==> config.mk <==
export PLATFORM = sky130hd
export DESIGN_NAME = alu_control_pipe
export DESIGN_NICKNAME = d
export VERILOG_FILES = /design/src/rtl/alu_control_pipe.sv
export SDC_FILE = /design/constraint.sdc
export NUM_CORES = 1
export LEC_CHECK = 0
export ABC_AREA = 1
export CORE_MARGIN = 2
export CORE_UTILIZATION = 39
export DETAILED_ROUTE_END_ITERATION = 7
export PLACE_DENSITY = 0.83
export RECOVER_POWER = 25
export SETUP_SLACK_MARGIN = 0.05
export SLEW_MARGIN = 25
export SYNTH_ARGS = -nofsm -noshare
export SYNTH_HDL_FRONTEND = slang
export SYNTH_SLANG_ARGS = --single-unit
==> constraint.sdc <==
create_clock -name clk -period 1.4 [get_ports clk]
set_input_delay 0.35 -clock clk [delete_from_list [all_inputs] [get_ports clk]]
set_output_delay 0.35 -clock clk [all_outputs]
set_load 0.05 [all_outputs]
==> src/rtl/alu_control_pipe.sv <==
// alu_control_pipe: registered ALU control decoder (ID/EX stage) with valid/flush, JR and
// illegal flags. Define ALU_MULDIV_EN to add the stalling MULT/DIV sequencer.
module alu_control_pipe #(
   parameter int unsigned OP_WIDTH      = 4,
   parameter int unsigned MULDIV_CYCLES = 32,
   parameter int unsigned ILLEGAL_CODE  = 9
) (
   input  logic                clk,
   input  logic                reset,
   input  logic                enable,
   input  logic                flush,
   input  logic                valid_in,
   input  logic [2:0]          ALUOp,
   input  logic [5:0]          ALUFunction,
   output logic [OP_WIDTH-1:0] ALUOperation,
   output logic                valid_out,
   output logic                jr_flag,
   output logic                illegal,
   output logic                muldiv_start,
   output logic                muldiv_busy,
   output logic                muldiv_done,
   output logic                stall
);

   if (OP_WIDTH < 4 || MULDIV_CYCLES < 1) begin : g_param_check
      $error("alu_control_pipe: OP_WIDTH must be >= 4 and MULDIV_CYCLES >= 1");
   end

   logic [OP_WIDTH-1:0] w_code;
   logic                w_jr;
   logic                w_illegal;
`ifdef ALU_MULDIV_EN
   logic                w_muldiv;
`endif

   logic [OP_WIDTH-1:0] r_op;
   logic                r_valid;
   logic                r_jr;
   logic                r_illegal;

   always_comb begin
      w_code    = '0;
      w_jr      = 1'b0;
      w_illegal = 1'b0;
`ifdef ALU_MULDIV_EN
      w_muldiv  = 1'b0;
`endif
      case (ALUOp)
         3'b000: w_code = OP_WIDTH'(4'd4);
         3'b001: w_code = OP_WIDTH'(4'd0);
         3'b010: w_code = OP_WIDTH'(4'd3);
         3'b011: w_code = OP_WIDTH'(4'd3);
         3'b100: w_code = OP_WIDTH'(4'd5);
         3'b101: w_code = OP_WIDTH'(4'd1);
         3'b110: w_code = OP_WIDTH'(4'd3);
         default: begin
            case (ALUFunction)
               6'b100100: w_code = OP_WIDTH'(4'd0);
               6'b100101: w_code = OP_WIDTH'(4'd1);
               6'b100111: w_code = OP_WIDTH'(4'd2);
               6'b100000: w_code = OP_WIDTH'(4'd3);
               6'b100010: w_code = OP_WIDTH'(4'd4);
               6'b000010: w_code = OP_WIDTH'(4'd6);
               6'b000000: w_code = OP_WIDTH'(4'd7);
               6'b101010: w_code = OP_WIDTH'(4'd8);
               6'b001000: begin
                  w_code = OP_WIDTH'(4'd3);
                  w_jr   = 1'b1;
               end
`ifdef ALU_MULDIV_EN
               6'b011000: begin w_code = OP_WIDTH'(4'd10); w_muldiv = 1'b1; end
               6'b011001: begin w_code = OP_WIDTH'(4'd11); w_muldiv = 1'b1; end
               6'b011010: begin w_code = OP_WIDTH'(4'd12); w_muldiv = 1'b1; end
               6'b011011: begin w_code = OP_WIDTH'(4'd13); w_muldiv = 1'b1; end
`endif
               default: begin
                  w_code    = OP_WIDTH'(ILLEGAL_CODE);
                  w_illegal = 1'b1;
               end
            endcase
         end
      endcase
   end

`ifdef ALU_MULDIV_EN
   typedef enum logic {S_IDLE, S_RUN} state_t;
   localparam int unsigned CNT_W = $clog2(MULDIV_CYCLES + 1);

   state_t           r_state;
   logic [CNT_W-1:0] r_count;
   logic             r_start;
   logic             r_busy;
   logic             r_done;
   logic             r_stall;

   // Counter holds cycles remaining after the current one; done is raised one edge
   // early so it is visible during the cycle in which the counter reads zero.
   always_ff @(posedge clk) begin
      if (reset) begin
         r_op      <= '0;
         r_valid   <= 1'b0;
         r_jr      <= 1'b0;
         r_illegal <= 1'b0;
         r_state   <= S_IDLE;
         r_count   <= '0;
         r_start   <= 1'b0;
         r_busy    <= 1'b0;
         r_done    <= 1'b0;
         r_stall   <= 1'b0;
      end else if (flush) begin
         r_op      <= '0;
         r_valid   <= 1'b0;
         r_jr      <= 1'b0;
         r_illegal <= 1'b0;
         r_state   <= S_IDLE;
         r_count   <= '0;
         r_start   <= 1'b0;
         r_busy    <= 1'b0;
         r_done    <= 1'b0;
         r_stall   <= 1'b0;
      end else begin
         r_start <= 1'b0;
         r_done  <= 1'b0;
         if (r_state == S_RUN) begin
            if (r_count == '0) begin
               r_state <= S_IDLE;
               r_busy  <= 1'b0;
               r_stall <= 1'b0;
            end else begin
               r_count <= r_count - 1'b1;
               r_done  <= (r_count == CNT_W'(1));
            end
         end else if (enable && !r_stall) begin
            r_valid   <= valid_in;
            r_op      <= valid_in ? w_code : '0;
            r_jr      <= valid_in && w_jr;
            r_illegal <= valid_in && w_illegal;
            if (valid_in && w_muldiv) begin
               r_state <= S_RUN;
               r_count <= CNT_W'(MULDIV_CYCLES - 1);
               r_start <= 1'b1;
               r_busy  <= 1'b1;
               r_stall <= 1'b1;
               r_done  <= (MULDIV_CYCLES == 1);
            end
         end
      end
   end

   assign muldiv_start = r_start;
   assign muldiv_busy  = r_busy;
   assign muldiv_done  = r_done;
   assign stall        = r_stall;
`else
   always_ff @(posedge clk) begin
      if (reset || flush) begin
         r_op      <= '0;
         r_valid   <= 1'b0;
         r_jr      <= 1'b0;
         r_illegal <= 1'b0;
      end else if (enable) begin
         r_valid   <= valid_in;
         r_op      <= valid_in ? w_code : '0;
         r_jr      <= valid_in && w_jr;
         r_illegal <= valid_in && w_illegal;
      end
   end

   assign muldiv_start = 1'b0;
   assign muldiv_busy  = 1'b0;
   assign muldiv_done  = 1'b0;
   assign stall        = 1'b0;
`endif

   assign ALUOperation = r_op;
   assign valid_out    = r_valid;
   assign jr_flag      = r_jr;
   assign illegal      = r_illegal;

endmodule
==> results.md <==
* Die area at between 1500 and 2000 sq um
* Routed vias/inst at 4.74
* First-pass GRT wire length at around 1.7 mm
* Period minus WS final at 1.28 ns
* Count leader, synth: nand2_1
* Most area-consuming cells after synthesis: dfxtp_1 (26%), nand2_1 (12%), nand3_1 (7.5%)
* Synth-to-Final Area Change at 59.8%
* Root cell of the clock tree: clkbuf_4
* Skew final at 0 ns
* Sequential fraction of the synthesis area at about a quarter
* Layout cells sized above 1 at between 30% and 40%
* Final slew viol count at 0
* WL final at between 1 and 1.5 mm
* WS Path Type: primary input to register
* Primary FF master, synth: dfxtp_1
* # DRC at 0
* Post-synth top cells: nand2_1 (17), inv_1 (8), nand3_1 (8)
* Reg2reg end: ALUOperation[3]
* Insertion delay to the later sink of the worst-skew pair at roughly 0.25 ns
* Die X at 40.9 microns
* Largest net degree at the start of global routing at 8
* Hold WC Path Type: register to register
* Pre-CTS setup slack at -0.306 ns
* Top delay family on crit path: buffers and inverters
* CP Launch Point: ALUOp[1]
* Endpoints failing setup at 0
* Drt pass-1 iters at 4
* Synth Instances at 80
* Initial antenna violation count at 0
* Max rail drop VDD at between 0.0004 and 0.0005 V
* Rows at 13
* Outcome: completed
* GPL Wtd Cong at about 0.84
* Worst-path clk slew at 0.05 ns
* GRT Util Overall at between 10% and 20%
* Final worst-path cycle share at between 90% and 100%
* FMAX at 784 MHz
* Avg WL per Cell at between 10 and 15 microns
* Final Instance Count excl. Fillers at between 100 and 150
* DR vias at 583
* Register bit total from synthesis at 7
* RSZ-0062 raised after global routing: no
* Pleak at 0.000385 uW
* Total CTS buffers at 3
* Top cell type by total area after synthesis: dfxtp_1
* Post-Syn Area at roughly 530 sq um
* Endpoints failing hold at 0
* Detailed Route Iter0 Violations at 9
* Netlist cell types at 17
* Sequence of cells on the critical path: clkdlybuf4s50_1, nand2_2, nor2_4, buf_4, nand4_1, a21oi_1
* CP max-delay cell: clkdlybuf4s50_1
* P per Cell Area at around 640 nW/um^2
* Total power at between 500 and 600 uW
* Worst R2R Path Depth at 2
* H-tree level count at 1
* Global route total overflow at 0
* CTS Buffer Depth at 2
* Max-cap violations at 0
* Crit. End Element: register
* Vias in the first global route at approximately 430
* Maximum fanout along the worst path at 4
* Buf/Inv on CP at 2
* Placed Instances at 118
* Critical path arrival at 1.46 ns
* Final net count at roughly 120
* CP Capture Point: ALUOperation[3]
* Antenna fix cells at 0
* CP max stage delay at roughly 0.50 ns
* Post-synth EDFFs at 0
* Async set-reset flop share out of synthesis at 0%
* Initial Utilization at around two fifths
* # port buffers at 20
* Crit start category: primary input
* Hpwl dp at ~980 microns
* Core ar. at 1280 sq um
* Reg-to-reg slack, setup at 0.73 ns
* R2R Path Start: ALUOperation[3]
* CTS tree: yes
* Chip height at approximately 41 microns
* IO Pins at 25
* Synth warnings at 0
* Clock sinks at 7
* Worst EP required at 1.58 ns
* Syn Area/Cell at 6.65 sq um
* Final setup margin at around 0.12 ns
* WP depth at 6
* Post-synth top area share at 26.4%
* Final ANT Viol Nets at 0
==> flip-flops by register name, indices dropped and copies added, names as in the netlist <==
signal / cells
ALUOperation: 4
illegal: 1
jr_flag: 1
valid_out: 1
==> metrics by stage <==
stage | util [%] | setup TNS, ns | hold slack (ns) | instance area (sq um)
CTS | 67.1 | 0 | 0.505 | 862
detailed placement | 64.8 | -1.62 | 0.496 | 832
finish | 66.1 | 0 | 0.462 | 850
global placement | 64.8 | -1.35 | 0.490 | 832
global route | 66.1 | 0 | 0.492 | 850
floorplan | - | 0 | 0.493 | 543
==> power breakdown <==
part / switching [uW] / internal, uW
clock network: 77.9 / 109
logic: 94.6 / 61.2
registers: 2.68 / 202
==> cell usage in the layout, fill, tap and decap left out, drive strengths merged <==
master	Yosys	layout
nand2	18	18
nor2	16	16
nand3	12	12
inv	10	10
buf	4	10
a21oi	8	8
dfxtp	7	7
clkdlybuf4s50	0	6
clkbuf	0	6
dlygate4sd2	0	5
conb	1	4
nand4	2	2
o21ai	1	1
o21a	1	1
dlygate4sd3	0	1
dlymetal6s2s	0	1
==> tightest hold or removal path, stage by stage (launching register included) <==
cell     delay [ns]
dfxtp_1        0.30
nand2_1        0.06
a21oi_1        0.05
==> routing by layer <==
metal  track usage, %  up-vias  wire length [microns]
met4             2.50        0                      0
li1                 -      310                      -
met3             9.78        0                     71
met1             18.8      256                    542
met5                0        -                      0
met2             25.4       17                    643
==> cell type report <==
| cell class | instances | area [sq um] |
|---|---|---|
| multi-input cells | 62 | 353 |
| clock buffers | 4 | 26.3 |
| flip-flops and latches | 7 | 140 |
| fillers | 101 | 435 |
| well taps | 15 | 18.8 |
| inverters | 10 | 37.5 |
| repair buffers | 25 | 274 |
==> how the worst min path moves through the flow <==
stage / start / endpoint / slack (ns) / cells after the start
floorplan: ALUOp[1] / ALUOperation[1] / 0.49 / 2
global placement: valid_out / valid_out / 0.49 / 2
detailed placement: ALUOperation[2] / ALUOperation[2] / 0.50 / 2
CTS: ALUOperation[2] / ALUOperation[2] / 0.50 / 2
global route: ALUOperation[2] / ALUOperation[2] / 0.49 / 2
finish: ALUOperation[2] / ALUOperation[2] / 0.46 / 2
==> repair_timing <==
item / in CTS / in global routing
hold buffers: 0 / 0
resized for setup: 7 / 3
pin swaps: 2 / 2
setup buffers: 0 / 1
endpoints found under the setup margin: 6 / 6
==> cells by family (layout without fill, tap and decap cells) <==
group                  Yosys count  in the layout  synth area share, %
other                            1              4                0.705
AOI/OAI and AO/OA               10             10                 11.3
DFF                              7              7                 26.4
buffers and inverters           14             39                 12.7
and+or+nand+nor                 48             48                 48.9
Note: power is estimated with default switching activity, not from simulation.
